## src/rtl/cascade_counter_pkg.sv

```systemverilog
// Shared types and default sizing for the cascaded modular counter.
package cascade_counter_pkg;

  localparam int DEF_NUM_STAGES = 3;
  localparam int DEF_W          = 8;

  typedef logic [DEF_W-1:0] count_t;

  typedef enum logic {
    DIR_UP   = 1'b0,
    DIR_DOWN = 1'b1
  } dir_e;

endpackage

```

## src/rtl/cascade_counter_stage.sv

```systemverilog
// One digit of the cascade: a W-bit counter with programmable modulus (0 means 2^W).
module cascade_counter_stage
  import cascade_counter_pkg::*;
#(
  parameter int W = DEF_W
) (
  input  logic         clk,
  input  logic         rst_n,
  input  logic         step,
  input  dir_e         dir,
  input  logic         clr,
  input  logic         load,
  input  logic [W-1:0] load_val,
  input  logic [W-1:0] modulus,
  output logic [W-1:0] cnt,
  output logic         at_end
);

  logic [W-1:0] term;
  logic [W-1:0] cnt_next;

  // Wraps naturally, so a modulus of 0 yields the full all-ones range.
  assign term = modulus - W'(1);

  always_comb begin
    if (dir == DIR_DOWN) at_end = (cnt == '0);
    else                 at_end = (cnt >= term);
  end

  // Counts above term snap back in a single step in either direction.
  always_comb begin
    cnt_next = cnt;
    if (clr) begin
      cnt_next = '0;
    end else if (load) begin
      cnt_next = load_val;
    end else if (step) begin
      if (dir == DIR_UP)    cnt_next = at_end ? '0 : cnt + W'(1);
      else if (cnt == '0)   cnt_next = term;
      else if (cnt > term)  cnt_next = term;
      else                  cnt_next = cnt - W'(1);
    end
  end

  always_ff @(posedge clk or negedge rst_n) begin
    if (!rst_n) cnt <= '0;
    else        cnt <= cnt_next;
  end

endmodule

```

## src/rtl/cascade_counter.sv

```systemverilog
// Multi-stage modular counter: stage 0 is least significant, carries ripple combinationally.
module cascade_counter
  import cascade_counter_pkg::*;
#(
  parameter int NUM_STAGES = DEF_NUM_STAGES,
  parameter int W          = DEF_W
) (
  input  logic                    clk,
  input  logic                    rst_n,
  input  logic                    en,
  input  logic                    dir,
  input  logic                    clr,
  input  logic                    load,
  input  logic [NUM_STAGES*W-1:0] load_val,
  input  logic [NUM_STAGES*W-1:0] modulus,
  output logic [NUM_STAGES*W-1:0] cnt,
  output logic [NUM_STAGES-1:0]   co,
  output logic                    tc
);

  logic [NUM_STAGES-1:0] step;
  logic [NUM_STAGES-1:0] at_end;

  // at_end depends only on registered counts, so this chain has no loop.
  always_comb begin
    step    = '0;
    step[0] = en;
    for (int k = 1; k < NUM_STAGES; k++) begin
      step[k] = step[k-1] & at_end[k-1];
    end
  end

  for (genvar k = 0; k < NUM_STAGES; k++) begin : g_stage
    cascade_counter_stage #(.W(W)) u_stage (
      .clk      (clk),
      .rst_n    (rst_n),
      .step     (step[k]),
      .dir      (dir_e'(dir)),
      .clr      (clr),
      .load     (load),
      .load_val (load_val[k*W +: W]),
      .modulus  (modulus[k*W +: W]),
      .cnt      (cnt[k*W +: W]),
      .at_end   (at_end[k])
    );
  end

  assign co = step & at_end;
  assign tc = co[NUM_STAGES-1];

endmodule

```

## config.mk

```make
export PLATFORM = sky130hd
export DESIGN_NAME = cascade_counter
export DESIGN_NICKNAME = d
export VERILOG_FILES = /design/src/rtl/cascade_counter_pkg.sv /design/src/rtl/cascade_counter_stage.sv /design/src/rtl/cascade_counter.sv
export SDC_FILE = /design/constraint.sdc
export NUM_CORES = 1
export LEC_CHECK = 0
export CAP_MARGIN = 20
export CELL_PAD_IN_SITES_DETAIL_PLACEMENT = 0
export CELL_PAD_IN_SITES_GLOBAL_PLACEMENT = 1
export CORE_MARGIN = 10
export CORE_UTILIZATION = 40
export DETAILED_ROUTE_END_ITERATION = 16
export PLACE_DENSITY_LB_ADDON = 0.3
export SKIP_LAST_GASP = 1
export SLEW_MARGIN = 25
export SYNTH_ARGS = -nofsm -noshare
export SYNTH_HDL_FRONTEND = slang
export SYNTH_SLANG_ARGS = --single-unit
```

## constraint.sdc

```tcl
create_clock -name clk -period 9.03 [get_ports clk]
set_input_delay 0.903 -clock clk [delete_from_list [all_inputs] [get_ports clk]]
set_output_delay 0.903 -clock clk [all_outputs]
set_load 0.005 [all_outputs]
```

# Word-level counts from Yosys, hierarchy flattened
# Cells that the tools add are included.
# op_classes
order_cmp,6
bitwise,3
muxes,24
n_addsub,9
n_reduce_logical,6
# ops
cell,n
2-to-1 mux 8 bit,21
subtractor 8 x 1 -> 8 bit (second input constant),6
adder 8 x 1 -> 8 bit (second input constant),3
greater-or-equal comparator 8 bit,3
greater-than comparator 8 bit,3
zero test 8 bit,3
nonzero test 3 bit,3
AND 3 bit,1
2-to-1 mux 1 bit,3
AND 1 bit,2
# word_totals
output_inout_bits,28
wordCells,51
reg_bits,24
in_bits,54

# Depth between registers and ports, before layout
# depth
word_depth,8
depth_mapped,14
depth_no_buf,14

# Modules after synthesis
# From an unflattened synthesis, not the netlist that was laid out.
# hier_totals
cells_unflattened,469
area_unflattened_um2,3707.3
# modules_own_cells
mod,seq_area_each_um2,instances,area_per_inst_um2,cells_each
cascade_counter_stage at g_stage[1].u_stage ...,200.2,2,1226.2,155
cascade_counter_stage at g_stage[0].u_stage,200.2,1,1223.7,155
cascade_counter,0.0,1,31.3,4

# Worst setup path before layout
# No wires, ideal clock.
# synth_timing
kind,in2out
startpoint,input modulus[5]
endpoint,output co[2]
stages,11
path_buffers,1
t_arrival_ns,3.522
required_time_ns,8.127
setup_slack_ns,4.605
path_cell_list,or4_1 -> or4_1 -> xor2_1 -> ha_1 -> nand4_1 -> a31oi_1 -> nor2_1 -> o31a_1 -> nor2_1 -> and3_1 -> buf_4
# synth_via
elab_chain_cells,6
# synth_rtl
element,line_no,rtl
start: declaration,cascade_counter.sv:15,"input logic [NUM_STAGES*W-1:0] modulus,"
subtractor 8 x 1 -> 8 bit,cascade_counter_stage.sv:23,assign term = modulus - W'(1);
greater-or-equal comparator 8 bit,cascade_counter_stage.sv:27,else at_end = (cnt >= term);
2-to-1 mux 1 bit,cascade_counter_stage.sv:26,if (dir == DIR_DOWN) at_end = (cnt == '0);
AND 1 bit (2 in a row),cascade_counter.sv:29,step[k] = step[k-1] & at_end[k-1];
via g_stage[2].u_stage.step,cascade_counter_stage.sv:9,"input logic step,"
AND 3 bit,cascade_counter.sv:48,assign co = step & at_end;
end: declaration,cascade_counter.sv:17,"output logic [NUM_STAGES-1:0] co,"
# The timed path passes the listed nets, and every way through them passes these cells.

# Final worst setup path
# layout_timing
startpoint,input modulus[4]
endpoint,output tc
# layout_via
elab_chain_cells,6
# layout_rtl
element,line_no,rtl
subtractor 8 x 1 -> 8 bit,cascade_counter_stage.sv:23,
greater-or-equal comparator 8 bit,cascade_counter_stage.sv:27,
2-to-1 mux 1 bit,cascade_counter_stage.sv:26,
AND 1 bit (2 in a row),cascade_counter.sv:29,
AND 3 bit,cascade_counter.sv:48,
end: declaration,cascade_counter.sv:18,output logic tc
# No other way between the ends.

==> results.txt <==
----------------------------------------------------
[Critical path]
  Crit-path max cell delay ... around 0.54 ns
  Buf+Inv Stages, Crit Path ... 2
  Cell Chain, Critical Path ... clkdlybuf4s50_1, or4_1, or4_1, xor2_1, ha_1, nand4_1, a31oi_1, nor2_1, o31a_1, nor2_1, and3_1, clkdlybuf4s50_1
  Worst Setup End Kind ... primary output
  Maximum fanout along the worst path ... 4
  Worst Path Required ... a little over 8 ns
  Worst setup SP type ... primary input
  Critical setup path kind ... primary input to primary output
  Arrival time reported for the critical path endpoint ... about 4.8 ns
  Family with the most delay on the worst path ... simple AND/OR/NAND/NOR gates
  Critical Path Slowest Stage Cell ... sky130_fd_sc_hd__or4_1

[Clock tree]
  Sink count of the clock tree ... 24
  Maximum clock path buffer count ... 2
  Register clock-pin slew on the reported worst setup and hold paths ... roughly 0.10 ns
  CTS Root Cell ... sky130_fd_sc_hd__clkbuf_8
  Postcts setup bufs ... 0
  Total clock buffers created by CTS ... 3
  Htree depth ... 1
  Cells resized by post-CTS repair ... 0
  Post-CTS Hold Buffers ... 0
  CTS tree ... yes
  Clk_lat worst skew ... between 0.2 and 0.3 ns

[Global routing]
  Initial antenna violation count ... 0
  Total global routing track utilization ... around 18%
  Remaining global-route overflow ... 0
  Pin count of the biggest net entering global routing ... 34
  Via count of the first global-routing pass ... 3,844
  Wire length of the first global-routing pass ... about 19,000 um

[Place]
  Pre-CTS setup slack ... 3.47 ns
  Total of buffers placed on input and output ports ... 81
  Cell area after placement ... around 4400 um^2
  HPWL after detailed placement ... just over 9000 um
  Placer's final routability congestion estimate ... ~0.91

[Job]
  Maxcap violations ... 0

[Detailed routing]
  Drt wl/cell ... roughly 19 um
  # DRC ... 0
  Drt first-iter violations ... between 200 and 300
  Post-DR vias/cell ... a little over 6
  Drt total wl ... 11,800 um
  Number of nets still failing antenna checks after routing ... 0
  DR vias ... approximately 3.8k
  Detailed Routing Iterations Pass 1 ... 5

[Timing]
  Final TNS setup ... 0 ns
  Maximum clock frequency ... roughly 180 MHz
  Post-route worst setup slack ... between 3 and 4 ns
  Clock tree skew after final layout ... around 0.0065 ns
  Worst slew margin relative to its limit ... between 40% and 50%
  Final count of pins violating max slew ... 0
  Hold Violations, Final ... 0
  Setup repair after global routing missed its margin ... false
  Worst Hold Margin ... slightly below 0.7 ns
  Setup Viol. Count Final ... 0
  Final critical-path share of the clock period ... between 60% and 70%
  Post-layout minimum cycle time ... between 5 and 6 ns
  Slew at the pin closest to its max-slew limit ... 0.867 ns

[Yosys]
  Cell count after synthesis ... approximately 460
  Share of Yosys cell area claimed by the top area cell type ... between 15 and 20%
  Synth Cell Area ... around 3600 um^2
  Largest area contributor in the synthesized netlist ... sky130_fd_sc_hd__dfrtp_1
  Synth Warn # ... 0
  Number of distinct standard cells referenced by the synthesized netlist ... between 70 and 80
  Count of state elements after synthesis ... 24
  Average instance area after synthesis ... a little under 8 um^2
  Syn nets ... between 500 and 600
  Number of enable-type register cells in the synthesized netlist ... 0
  Async SR Flop Fraction ... 100%
  Post-synth top cells ... sky130_fd_sc_hd__a21oi_1 (33), sky130_fd_sc_hd__ha_1 (33), sky130_fd_sc_hd__nand2_1 (33), sky130_fd_sc_hd__xnor2_1 (29), sky130_fd_sc_hd__nor2_1 (27)
  Proportion of synthesized chip area in sequential cells ... roughly 17%
  Top FF cell, synth ... sky130_fd_sc_hd__dfrtp_1
  Dominant cells by area after synthesis ... sky130_fd_sc_hd__dfrtp_1 (17%), sky130_fd_sc_hd__ha_1 (11%), sky130_fd_sc_hd__xnor2_1 (7.1%)

[Layout]
  Post-layout instance area ... 4480 um^2
  Layout cell share with drive strength beyond 1 ... roughly 4.6%
  Diodes inserted ... 0
  Registers with the most flip-flops ... g_stage.u_stage.cnt x24
  Fillers ... about 860
  Max reg flops ... 24
  Layout Nets ... a little over 600
  Register bank with the most flops ... g_stage.u_stage.cnt
  Synth-to-Final Area Change ... 24.7%

[Floorplanning]
  Effective utilization at floorplan ... 41.2%
  Floorplan die width ... between 100 and 150 um
  Floorplan Core Area ... between 8000 and 9000 um^2
  Boundary Pins ... slightly above 80
  Die H ... 115 um
  Num rows ... 34
  Die area ... about 13,000 um^2

[Worst hold path]
  Worst hold-check path type ... flop to flop

[Status]
  Run status ... finished clean

[Power and ir drop]
  Leakage Power ... ~1.8 nW
  Total power divided by cell area ... 122 nW/um^2
  Peak VDD IR ... about 0.056 mV

----------------------------------------------------
## layout make-up
type	instances	area [um^2]	area share [%]
Multi-Input combinational cell	386	2750	61.3
Timing Repair Buffer	84	833	18.6
Clock inverter	1	30.0	0.670
Inverter	24	92.6	2.07
Clock buffer	3	41.3	0.921
Sequential cell	24	601	13.4
Tap cell	108	135	3.01
## routing by layer
metal	share of wire, %	GRT usage (%)
met2	47	28.7
met3	5.1	2.66
met4	1.2	3.71
met5	0	0
met1	47	24.1
## stage by stage
step	instances	utilization (%)	power [mW]
floorplan	463	-	0.346
global placement	626	50.6	0.444
detailed placement	626	50.6	0.448
CTS	630	51.4	0.547
global route	630	51.4	0.590
finish	630	51.4	0.547
## worst register-to-register path: stages (launching register included)
cell                      delay (ns)
sky130_fd_sc_hd__dfrtp_1        0.61
sky130_fd_sc_hd__ha_1           0.35
sky130_fd_sc_hd__a21oi_1        0.27
sky130_fd_sc_hd__a21oi_1        0.11
sky130_fd_sc_hd__o22ai_1        0.53
sky130_fd_sc_hd__and2_0         0.44
sky130_fd_sc_hd__mux2_2         0.39
sky130_fd_sc_hd__a31oi_1        0.17
## path summary, 6_finish.rpt
path | from | endpoint | slack, ns | depth (start not counted)
min in group asynchronous | rst_n | g_stage[2].u_stage.cnt[3]$_DFFE_PN0P_ | 0.99 | 2
worst min-delay path | g_stage[1].u_stage.cnt[1]$_DFFE_PN0P_ | g_stage[1].u_stage.cnt[1]$_DFFE_PN0P_ | 0.68 | 2
worst max-delay path | modulus[4] | tc | 3.38 | 12
max in group asynchronous | rst_n | g_stage[0].u_stage.cnt[2]$_DFFE_PN0P_ | 7.78 | 2
worst max register to register | g_stage[0].u_stage.cnt[3]$_DFFE_PN0P_ | g_stage[0].u_stage.cnt[4]$_DFFE_PN0P_ | 6.10 | 7
worst min register to register | g_stage[1].u_stage.cnt[1]$_DFFE_PN0P_ | g_stage[1].u_stage.cnt[1]$_DFFE_PN0P_ | 0.68 | 2
## placed cells by master (no fill, tap or decap), types with 8 or more instances in the layout
| cell type | Yosys | final |
|---|---|---|
| sky130_fd_sc_hd__a21oi_1 | 33 | 33 |
| sky130_fd_sc_hd__dfrtp_1 | 24 | 24 |
| sky130_fd_sc_hd__nand3_1 | 21 | 21 |
| sky130_fd_sc_hd__clkdlybuf4s50_1 | 0 | 81 |
| sky130_fd_sc_hd__mux2i_1 | 8 | 8 |
| sky130_fd_sc_hd__nand2_1 | 33 | 33 |
| sky130_fd_sc_hd__nand4_1 | 14 | 14 |
| sky130_fd_sc_hd__inv_1 | 21 | 21 |
| sky130_fd_sc_hd__ha_1 | 33 | 33 |
| sky130_fd_sc_hd__a31oi_1 | 9 | 9 |
| sky130_fd_sc_hd__o21ai_0 | 16 | 16 |
| sky130_fd_sc_hd__nor2_1 | 27 | 27 |
| sky130_fd_sc_hd__xor2_1 | 20 | 20 |
| sky130_fd_sc_hd__nor3_1 | 23 | 23 |
| sky130_fd_sc_hd__xnor2_1 | 29 | 29 |
## cells by family (layout without fill, tap and decap cells)
group / Yosys count / after routing / synth area share (%)
buffers and inverters: 53 / 112 / 6.79
flip-flops: 24 / 24 / 16.7
AO/OA/AOI/OAI: 134 / 134 / 26.2
XOR/XNOR: 49 / 49 / 11.9
adder cells (fa/ha/maj): 33 / 33 / 11.5
AND/OR/NAND/NOR: 161 / 161 / 24.3
multiplexers: 9 / 9 / 2.54
## where the power goes
| group | internal, mW | total, mW | switching [mW] |
|---|---|---|---|
| combinational | 0.142 | 0.295 | 0.153 |
| clock | 0.0593 | 0.0983 | 0.0390 |
| sequential | 0.119 | 0.154 | 0.0353 |
| total | 0.320 | 0.547 | 0.227 |
(Power assumes the default switching activity.)
